**src/rtl/reorder_buffer_if.sv**
```systemverilog
// Decode / CDB / operand-read / commit bus between the core and the reorder buffer.
interface reorder_buffer_if #(
  parameter int unsigned ROBsize      = 8,
  parameter int unsigned dataWidth    = 32,
  parameter int unsigned mapValueSize = $clog2(ROBsize + 1)
);

  // allocation from decode/rename
  logic                    alloc_valid_i;
  logic [4:0]              alloc_destReg_i;
  logic                    alloc_regWrite_i;
  logic                    alloc_ready_o;
  logic [mapValueSize-1:0] alloc_tag_o;

  // common data bus
  logic                    cdb_valid_i;
  logic [mapValueSize-1:0] cdb_tag_i;
  logic [dataWidth-1:0]    cdb_value_i;

  // operand read ports
  logic [mapValueSize-1:0] readTag1_i;
  logic [mapValueSize-1:0] readTag2_i;
  logic                    readReady1_o;
  logic                    readReady2_o;
  logic [dataWidth-1:0]    readValue1_o;
  logic [dataWidth-1:0]    readValue2_o;

  // in-order commit toward the map table / register file
  logic                    commitValid_o;
  logic                    commitRegWrite_o;
  logic [4:0]              commitDestReg_o;
  logic [dataWidth-1:0]    commitValue_o;
  logic [mapValueSize-1:0] commitMapData_i;
  logic [31:0]             resets_o;

  modport master (
    output alloc_valid_i, alloc_destReg_i, alloc_regWrite_i,
    input  alloc_ready_o, alloc_tag_o,
    output cdb_valid_i, cdb_tag_i, cdb_value_i,
    output readTag1_i, readTag2_i,
    input  readReady1_o, readReady2_o, readValue1_o, readValue2_o,
    input  commitValid_o, commitRegWrite_o, commitDestReg_o, commitValue_o,
    output commitMapData_i,
    input  resets_o
  );

  modport slave (
    input  alloc_valid_i, alloc_destReg_i, alloc_regWrite_i,
    output alloc_ready_o, alloc_tag_o,
    input  cdb_valid_i, cdb_tag_i, cdb_value_i,
    input  readTag1_i, readTag2_i,
    output readReady1_o, readReady2_o, readValue1_o, readValue2_o,
    output commitValid_o, commitRegWrite_o, commitDestReg_o, commitValue_o,
    input  commitMapData_i,
    output resets_o
  );

endinterface

```
**src/rtl/reorder_buffer.sv**
```systemverilog
// Circular reorder buffer: in-order allocate, CDB completion, in-order retire.
// Entry i carries tag i+1; tag 0 means the value lives in the register file.
module reorder_buffer #(
  parameter int unsigned ROBsize   = 8,
  parameter int unsigned dataWidth = 32
) (
  input  logic             clk,
  input  logic             reset,
  reorder_buffer_if.slave  rob
);

  localparam int unsigned MW = $clog2(ROBsize + 1);
  localparam int unsigned PW = (ROBsize > 1) ? $clog2(ROBsize) : 1;
  localparam int unsigned DW = dataWidth;

  localparam logic [MW-1:0] TagOne  = MW'(1);
  localparam logic [MW-1:0] TagMax  = MW'(ROBsize);
  localparam logic [PW-1:0] PtrLast = PW'(ROBsize - 1);
  localparam logic [4:0]    RegZeroAlias = 5'd31;

  // control state
  logic [PW-1:0]      head_q;
  logic [PW-1:0]      tail_q;
  logic [MW-1:0]      count_q;
  logic [ROBsize-1:0] valid_q;
  logic [ROBsize-1:0] done_q;

  // payload state (no reset needed: guarded by valid/done)
  logic [ROBsize-1:0] regwrite_q;
  logic [4:0]         dest_q  [ROBsize];
  logic [DW-1:0]      value_q [ROBsize];

  logic          do_alloc;
  logic          do_commit;
  logic          cdb_hit;
  logic [PW-1:0] cdb_idx;
  logic [MW-1:0] head_tag;
  logic [PW-1:0] head_nxt;
  logic [PW-1:0] tail_nxt;

  // pointer / handshake decode from registered state
  assign rob.alloc_ready_o = (count_q < TagMax);
  assign rob.alloc_tag_o   = MW'(tail_q) + TagOne;
  assign head_tag          = MW'(head_q) + TagOne;
  assign head_nxt          = (head_q == PtrLast) ? '0 : head_q + PW'(1);
  assign tail_nxt          = (tail_q == PtrLast) ? '0 : tail_q + PW'(1);

  assign do_alloc  = rob.alloc_valid_i & rob.alloc_ready_o;
  assign do_commit = rob.commitValid_o;

  // a broadcast only lands on a live entry with an in-range tag
  assign cdb_idx = PW'(rob.cdb_tag_i - TagOne);
  assign cdb_hit = rob.cdb_valid_i && (rob.cdb_tag_i != '0) &&
                   (rob.cdb_tag_i <= TagMax) && valid_q[cdb_idx];

  // head entry view for the commit port
  assign rob.commitValid_o    = (count_q != '0) & done_q[head_q];
  assign rob.commitRegWrite_o = rob.commitValid_o & regwrite_q[head_q];
  assign rob.commitDestReg_o  = dest_q[head_q];
  assign rob.commitValue_o    = value_q[head_q];

  // clear the map-table entry only if it still points at the retiring tag
  always_comb begin
    rob.resets_o = '0;
    if (rob.commitRegWrite_o && (rob.commitMapData_i == head_tag) &&
        (rob.commitDestReg_o != RegZeroAlias)) begin
      rob.resets_o[rob.commitDestReg_o] = 1'b1;
    end
  end

  // operand read ports: stored value first, then same-cycle CDB bypass
  logic [MW-1:0] rd_tag   [2];
  logic [PW-1:0] rd_idx   [2];
  logic          rd_ready [2];
  logic [DW-1:0] rd_value [2];

  assign rd_tag[0] = rob.readTag1_i;
  assign rd_tag[1] = rob.readTag2_i;
  assign rd_idx[0] = PW'(rob.readTag1_i - TagOne);
  assign rd_idx[1] = PW'(rob.readTag2_i - TagOne);

  always_comb begin
    for (int p = 0; p < 2; p++) begin
      rd_ready[p] = 1'b0;
      rd_value[p] = '0;
      if ((rd_tag[p] != '0) && (rd_tag[p] <= TagMax)) begin
        if (done_q[rd_idx[p]]) begin
          rd_ready[p] = 1'b1;
          rd_value[p] = value_q[rd_idx[p]];
        end else if (rob.cdb_valid_i && (rob.cdb_tag_i == rd_tag[p])) begin
          rd_ready[p] = 1'b1;
          rd_value[p] = rob.cdb_value_i;
        end
      end
    end
  end

  assign rob.readReady1_o = rd_ready[0];
  assign rob.readReady2_o = rd_ready[1];
  assign rob.readValue1_o = rd_value[0];
  assign rob.readValue2_o = rd_value[1];

  // control state: pointers, occupancy, valid/done flags
  always_ff @(posedge clk) begin
    if (reset) begin
      head_q  <= '0;
      tail_q  <= '0;
      count_q <= '0;
      valid_q <= '0;
      done_q  <= '0;
    end else begin
      if (cdb_hit) begin
        done_q[cdb_idx] <= 1'b1;
      end
      if (do_commit) begin
        valid_q[head_q] <= 1'b0;
        done_q[head_q]  <= 1'b0;
        head_q          <= head_nxt;
      end
      if (do_alloc) begin
        valid_q[tail_q] <= 1'b1;
        done_q[tail_q]  <= 1'b0;
        tail_q          <= tail_nxt;
      end
      case ({do_alloc, do_commit})
        2'b10:   count_q <= count_q + TagOne;
        2'b01:   count_q <= count_q - TagOne;
        default: count_q <= count_q;
      endcase
    end
  end

  // payload capture on allocate and on completion
  always_ff @(posedge clk) begin
    if (!reset) begin
      if (do_alloc) begin
        regwrite_q[tail_q] <= rob.alloc_regWrite_i;
        dest_q[tail_q]     <= rob.alloc_destReg_i;
      end
      if (cdb_hit) begin
        value_q[cdb_idx] <= rob.cdb_value_i;
      end
    end
  end

endmodule
```
**src/flat_wrapper.sv**
```systemverilog
// flat-port wrapper written by rule: the top's interface ports become plain ports
module reorder_buffer_flat 
#(
  parameter int unsigned ROBsize   = 8,
  parameter int unsigned dataWidth = 32
)
  (clk, reset, rob_alloc_valid_i, rob_alloc_destReg_i, rob_alloc_regWrite_i, rob_alloc_ready_o, rob_alloc_tag_o, rob_cdb_valid_i, rob_cdb_tag_i, rob_cdb_value_i, rob_readTag1_i, rob_readTag2_i, rob_readReady1_o, rob_readReady2_o, rob_readValue1_o, rob_readValue2_o, rob_commitValid_o, rob_commitRegWrite_o, rob_commitDestReg_o, rob_commitValue_o, rob_commitMapData_i, rob_resets_o);
  reorder_buffer_if #(.ROBsize(ROBsize), .dataWidth(dataWidth)) rob_i ();
  input  logic clk;
  input  logic reset;
  input wire logic [$bits(rob_i.alloc_valid_i)-1:0] rob_alloc_valid_i;
  input wire logic [$bits(rob_i.alloc_destReg_i)-1:0] rob_alloc_destReg_i;
  input wire logic [$bits(rob_i.alloc_regWrite_i)-1:0] rob_alloc_regWrite_i;
  output wire logic [$bits(rob_i.alloc_ready_o)-1:0] rob_alloc_ready_o;
  output wire logic [$bits(rob_i.alloc_tag_o)-1:0] rob_alloc_tag_o;
  input wire logic [$bits(rob_i.cdb_valid_i)-1:0] rob_cdb_valid_i;
  input wire logic [$bits(rob_i.cdb_tag_i)-1:0] rob_cdb_tag_i;
  input wire logic [$bits(rob_i.cdb_value_i)-1:0] rob_cdb_value_i;
  input wire logic [$bits(rob_i.readTag1_i)-1:0] rob_readTag1_i;
  input wire logic [$bits(rob_i.readTag2_i)-1:0] rob_readTag2_i;
  output wire logic [$bits(rob_i.readReady1_o)-1:0] rob_readReady1_o;
  output wire logic [$bits(rob_i.readReady2_o)-1:0] rob_readReady2_o;
  output wire logic [$bits(rob_i.readValue1_o)-1:0] rob_readValue1_o;
  output wire logic [$bits(rob_i.readValue2_o)-1:0] rob_readValue2_o;
  output wire logic [$bits(rob_i.commitValid_o)-1:0] rob_commitValid_o;
  output wire logic [$bits(rob_i.commitRegWrite_o)-1:0] rob_commitRegWrite_o;
  output wire logic [$bits(rob_i.commitDestReg_o)-1:0] rob_commitDestReg_o;
  output wire logic [$bits(rob_i.commitValue_o)-1:0] rob_commitValue_o;
  input wire logic [$bits(rob_i.commitMapData_i)-1:0] rob_commitMapData_i;
  output wire logic [$bits(rob_i.resets_o)-1:0] rob_resets_o;
  assign rob_i.alloc_valid_i = rob_alloc_valid_i;
  assign rob_i.alloc_destReg_i = rob_alloc_destReg_i;
  assign rob_i.alloc_regWrite_i = rob_alloc_regWrite_i;
  assign rob_alloc_ready_o = rob_i.alloc_ready_o;
  assign rob_alloc_tag_o = rob_i.alloc_tag_o;
  assign rob_i.cdb_valid_i = rob_cdb_valid_i;
  assign rob_i.cdb_tag_i = rob_cdb_tag_i;
  assign rob_i.cdb_value_i = rob_cdb_value_i;
  assign rob_i.readTag1_i = rob_readTag1_i;
  assign rob_i.readTag2_i = rob_readTag2_i;
  assign rob_readReady1_o = rob_i.readReady1_o;
  assign rob_readReady2_o = rob_i.readReady2_o;
  assign rob_readValue1_o = rob_i.readValue1_o;
  assign rob_readValue2_o = rob_i.readValue2_o;
  assign rob_commitValid_o = rob_i.commitValid_o;
  assign rob_commitRegWrite_o = rob_i.commitRegWrite_o;
  assign rob_commitDestReg_o = rob_i.commitDestReg_o;
  assign rob_commitValue_o = rob_i.commitValue_o;
  assign rob_i.commitMapData_i = rob_commitMapData_i;
  assign rob_resets_o = rob_i.resets_o;
  reorder_buffer #(.ROBsize(ROBsize), .dataWidth(dataWidth)) u_core (.clk(clk), .reset(reset), .rob(rob_i));
endmodule
```
**config.mk**
```make
export PLATFORM = sky130hd
export DESIGN_NAME = reorder_buffer_flat
export DESIGN_NICKNAME = d
export VERILOG_FILES = /design/src/rtl/reorder_buffer_if.sv /design/src/rtl/reorder_buffer.sv /design/src/flat_wrapper.sv
export SDC_FILE = /design/constraint.sdc
export NUM_CORES = 1
export LEC_CHECK = 0
export ABC_AREA = 0
export BUFFER_PORTS_ARGS = -buffer_cell sky130_fd_sc_hd__buf_2
export CAP_MARGIN = 20
export CORE_MARGIN = 3
export CORE_UTILIZATION = 50
export DETAILED_ROUTE_END_ITERATION = 10
export GPL_TIMING_DRIVEN = 0
export PLACE_DENSITY_LB_ADDON = 0.3
export SLEW_MARGIN = 20
export SYNTH_ARGS = -nofsm -noshare
export SYNTH_HDL_FRONTEND = slang
export SYNTH_SLANG_ARGS = --single-unit
```
**constraint.sdc**
```tcl
create_clock -name clk -period 13.3 [get_ports clk]
set_clock_uncertainty 0.05 [all_clocks]
set_input_delay 0.665 -clock clk [delete_from_list [all_inputs] [get_ports clk]]
set_output_delay 0.665 -clock clk [all_outputs]
set_load 0.03 [all_outputs]
```
==> impl_metrics.py <==
metrics = {
    "cells_and_area": {
        "fin_cells": 1919,
        "area_growth_pct": 17.1,
        "nets": 1489,
        "fill_cells": 2738,
        "drive_above_1_share_pct": 44.3,
    },
    "worst_setup_path": {
        "path_max_fanout": 10,
        "crit_path_end_kind": "output port",
        "crit_path_start_kind": "primary input",
        "rrSetupSlack_ns": 10.17,
        "worstSetupPathType": "primary input to output port",
        "worstRegToRegCells": 12,
        "cp.required_ns": 12.59,
        "crit_arrival_ns": 4.59,
    },
    "clocking": {
        "htreeDepth": 2,
        "clk_latency_ns": 0.53,
        "post-cts-setup-buffer-count": 0,
        "cts_buffers": 36,
        "ctsResizeCount": 0,
        "cts_tree": "done",
        "clock-sinks": 333,
        "cts_hold_buffers": 0,
        "clk_pin_slew_ns": 0.06,
        "clk_path_buf_depth": 3,
        "cts-root-buf": "clkbuf_16",
    },
    "synthesis": {
        "syn-cell-area_um2": 18700,
        "yosysWarnings": 0,
        "synthMostInstantiatedCell": "edfxtp_1",
        "synth-edff-count": 304,
        "synthCells": 1160,
        "synth.area.top_cells": "edfxtp_1 (49%), mux4_2 (25%), mux2i_1 (4.2%)",
        "yosysTopAreaCellShare_pct": 48.9,
        "ys_seq_area_share_pct": 52.0,
        "postSynth.asyncResetShare_pct": 0,
        "synth_common_cells": "edfxtp_1 (304), mux4_2 (207), nor2_1 (130), mux2i_1 (78), buf_2 (53)",
        "yosysTopAreaCell": "edfxtp_1",
        "syn_nets": 1230,
        "synth-seq-cells": 333,
        "yosysUniqueCellTypes": 57,
        "ys.flop_type": "edfxtp_1",
        "syn_area_per_cell_um2": 16.1,
    },
    "timing": {
        "max_freq_mhz": 188,
        "finalMaxSlewViolations": 0,
        "final-setup-viol-count": 0,
        "finalHoldViolCount": 0,
        "post-route-period-util_pct": 39.9,
        "tightest_slew_ns": 1.04,
        "slew_headroom_pct": 30.8,
        "rsz0062_at_grt": "no",
        "period_needed_ns": 5.31,
        "setup_tns_ns": 0,
    },
    "routing": {
        "finalWirelength_um": 55800,
        "first_iter_violations": 1883,
        "drc": 0,
        "routedWlPerCell_um": 29.1,
        "first_pass_iters": 6,
        "postRouteAntennaNets": 0,
        "num_vias": 13000,
        "viasPerCell": 6.77,
    },
    "power_and_ir_drop": {
        "power_frac_comb_pct": 9.5,
        "p_sw_share_pct": 22.7,
        "p_per_area_nw_per_um2": 110,
        "leakage_nw": 7.71,
        "total_power_mw": 2.40,
        "seqPwrFrac_pct": 47.9,
        "vdd_drop_max_v": 0.0000885,
        "p_int_mw": 1.86,
        "switching_power_uw": 545,
        "p_clk_share_pct": 42.7,
    },
    "global_routing": {
        "antenna_found_initial": 6,
        "grt_max_degree": 18,
        "grt-ovfl-total": 0,
        "grt_pass1_wl_um": 81600,
        "grt_use_total_pct": 28.0,
        "grt_pass1_vias": 13100,
    },
    "placement": {
        "gp_congestion": 0.894,
        "port_buffers": 195,
        "dp_hpwl_um": 38200,
        "dp_cells": 1849,
    },
    "floorplanning": {
        "die_w_um": 199,
        "pin_count": 200,
        "design.core.area_um2": 36700,
        "fp-row-count": 70,
        "dieArea_um2": 39700,
        "initial_core_util_pct": 50.9,
        "die_h_um": 199,
    },
    "worst_hold_path": {
        "holdPathStages": 1,
        "hold_class": "primary input to flip-flop",
    },
    "flow_run": {
        "max-cap-violations": 0,
    },
    "run_status": {
        "status": "finished, final reports clean",
    },
}
==> cells in the final DEF (no fill, tap or decap), types with 7 or more instances in the layout <==
cell	n
nand2b_1	10
mux2i_1	78
clkbuf_16	37
ha_1	12
nor3_2	8
a211oi_2	30
buf_2	248
edfxtp_1	304
nor2_1	126
nand3_1	8
a31oi_1	8
clkbuf_1	28
o32ai_1	8
buf_1	11
xor2_1	11
inv_1	20
nand2_1	21
o21ai_0	8
a21o_1	9
xnor2_1	7
mux2_2	39
buf_6	7
dfxtp_1	29
buf_4	27
a21oi_1	8
mux4_2	207
nor2b_1	8
a211oi_1	35
==> per-layer routing <==
layer  GRT usage, %  wire length (µm)
met5              0                20
met4           10.5              1910
met3           7.15              6270
met2           45.4             27200
met1           37.0             20400
==> through the flow <==
stage          hold slack (ns)  util, %  setup WS [ns]  cell area [µm²]
3_3_place_gp             0.382     55.1           5.35            20200
2_1_floorplan            0.371        -           8.34            18700
3_5_place_dp             0.389     56.3           8.24            20700
5_1_grt                  0.362     59.6           7.92            21900
4_1_cts                  0.348     59.5           8.17            21900
6_report                 0.347     59.6           7.99            21900
==> worst paths after layout <==
check,end,startpoint
worst max-delay path,rob_readValue2_o[31],rob_readTag2_i[0]
worst min-delay path,u_core.dest_q[2][3]$_DFFE_PP_,rob_alloc_destReg_i[3]
worst min register to register,u_core.valid_q[7]$_SDFF_PP0_,u_core.valid_q[7]$_SDFF_PP0_
worst max register to register,u_core.count_q[2]$_SDFFE_PP0P_,u_core.head_q[1]$_SDFFE_PP0N_
==> flip-flops by register name (all words and copies together) (netlist names), named ones only <==
signal             count
u_core.value_q       256
u_core.dest_q         40
u_core.valid_q         8
u_core.regwrite_q      8
u_core.tail_q          3
u_core.done_q          8
u_core.head_q          3
u_core.count_q         4
==> critical path, cell delays in order <==
cell      delay (ns)
buf_2           0.24
buf_4           0.28
buf_2           0.41
inv_1           0.15
ha_1            0.38
buf_2           0.29
buf_1           0.80
mux4_2          0.39
mux2i_1         0.07
a211oi_1        0.58
buf_2           0.31
==> power by group through the flow <==
| stage | Clock, mW | Sequential [mW] | Combinational [mW] |
|---|---|---|---|
| after floorplan | 0 | 1.17 | 0.150 |
| after global placement | 0 | 1.17 | 0.218 |
| after detailed placement | 0 | 1.17 | 0.224 |
| after CTS | 1.03 | 1.15 | 0.226 |
| after global routing | 1.08 | 1.15 | 0.242 |
| final | 1.02 | 1.15 | 0.227 |
==> kinds of logic after synthesis <==
group                      after synthesis  share of synthesized area, %
muxes                                  324                          31.5
other                                    1                        0.0201
AOI/OAI and AO/OA                      134                          6.22
xor gates and xnor gates                20                          1.02
DFF                                    333                          52.0
adders and majority gates               12                         0.804
and+or+nand+nor                        220                          5.47
buffers and inverters                  116                          2.99
==> cell type report <==
cell class,instances,area (µm²),area share [%]
Timing Repair Buffer,221,1310,6.01
Clock buffer,48,977,4.47
Clock inverter,17,223,1.02
Tap cell,468,586,2.68
Inverter,20,75.1,0.343
Buffer,96,483,2.21
Sequential cell,333,9710,44.4
Multi-Input combinational cell,711,8490,38.8
Antenna cell,5,12.5,0.0572
No activity file was read; power rests on OpenSTA's default activity.
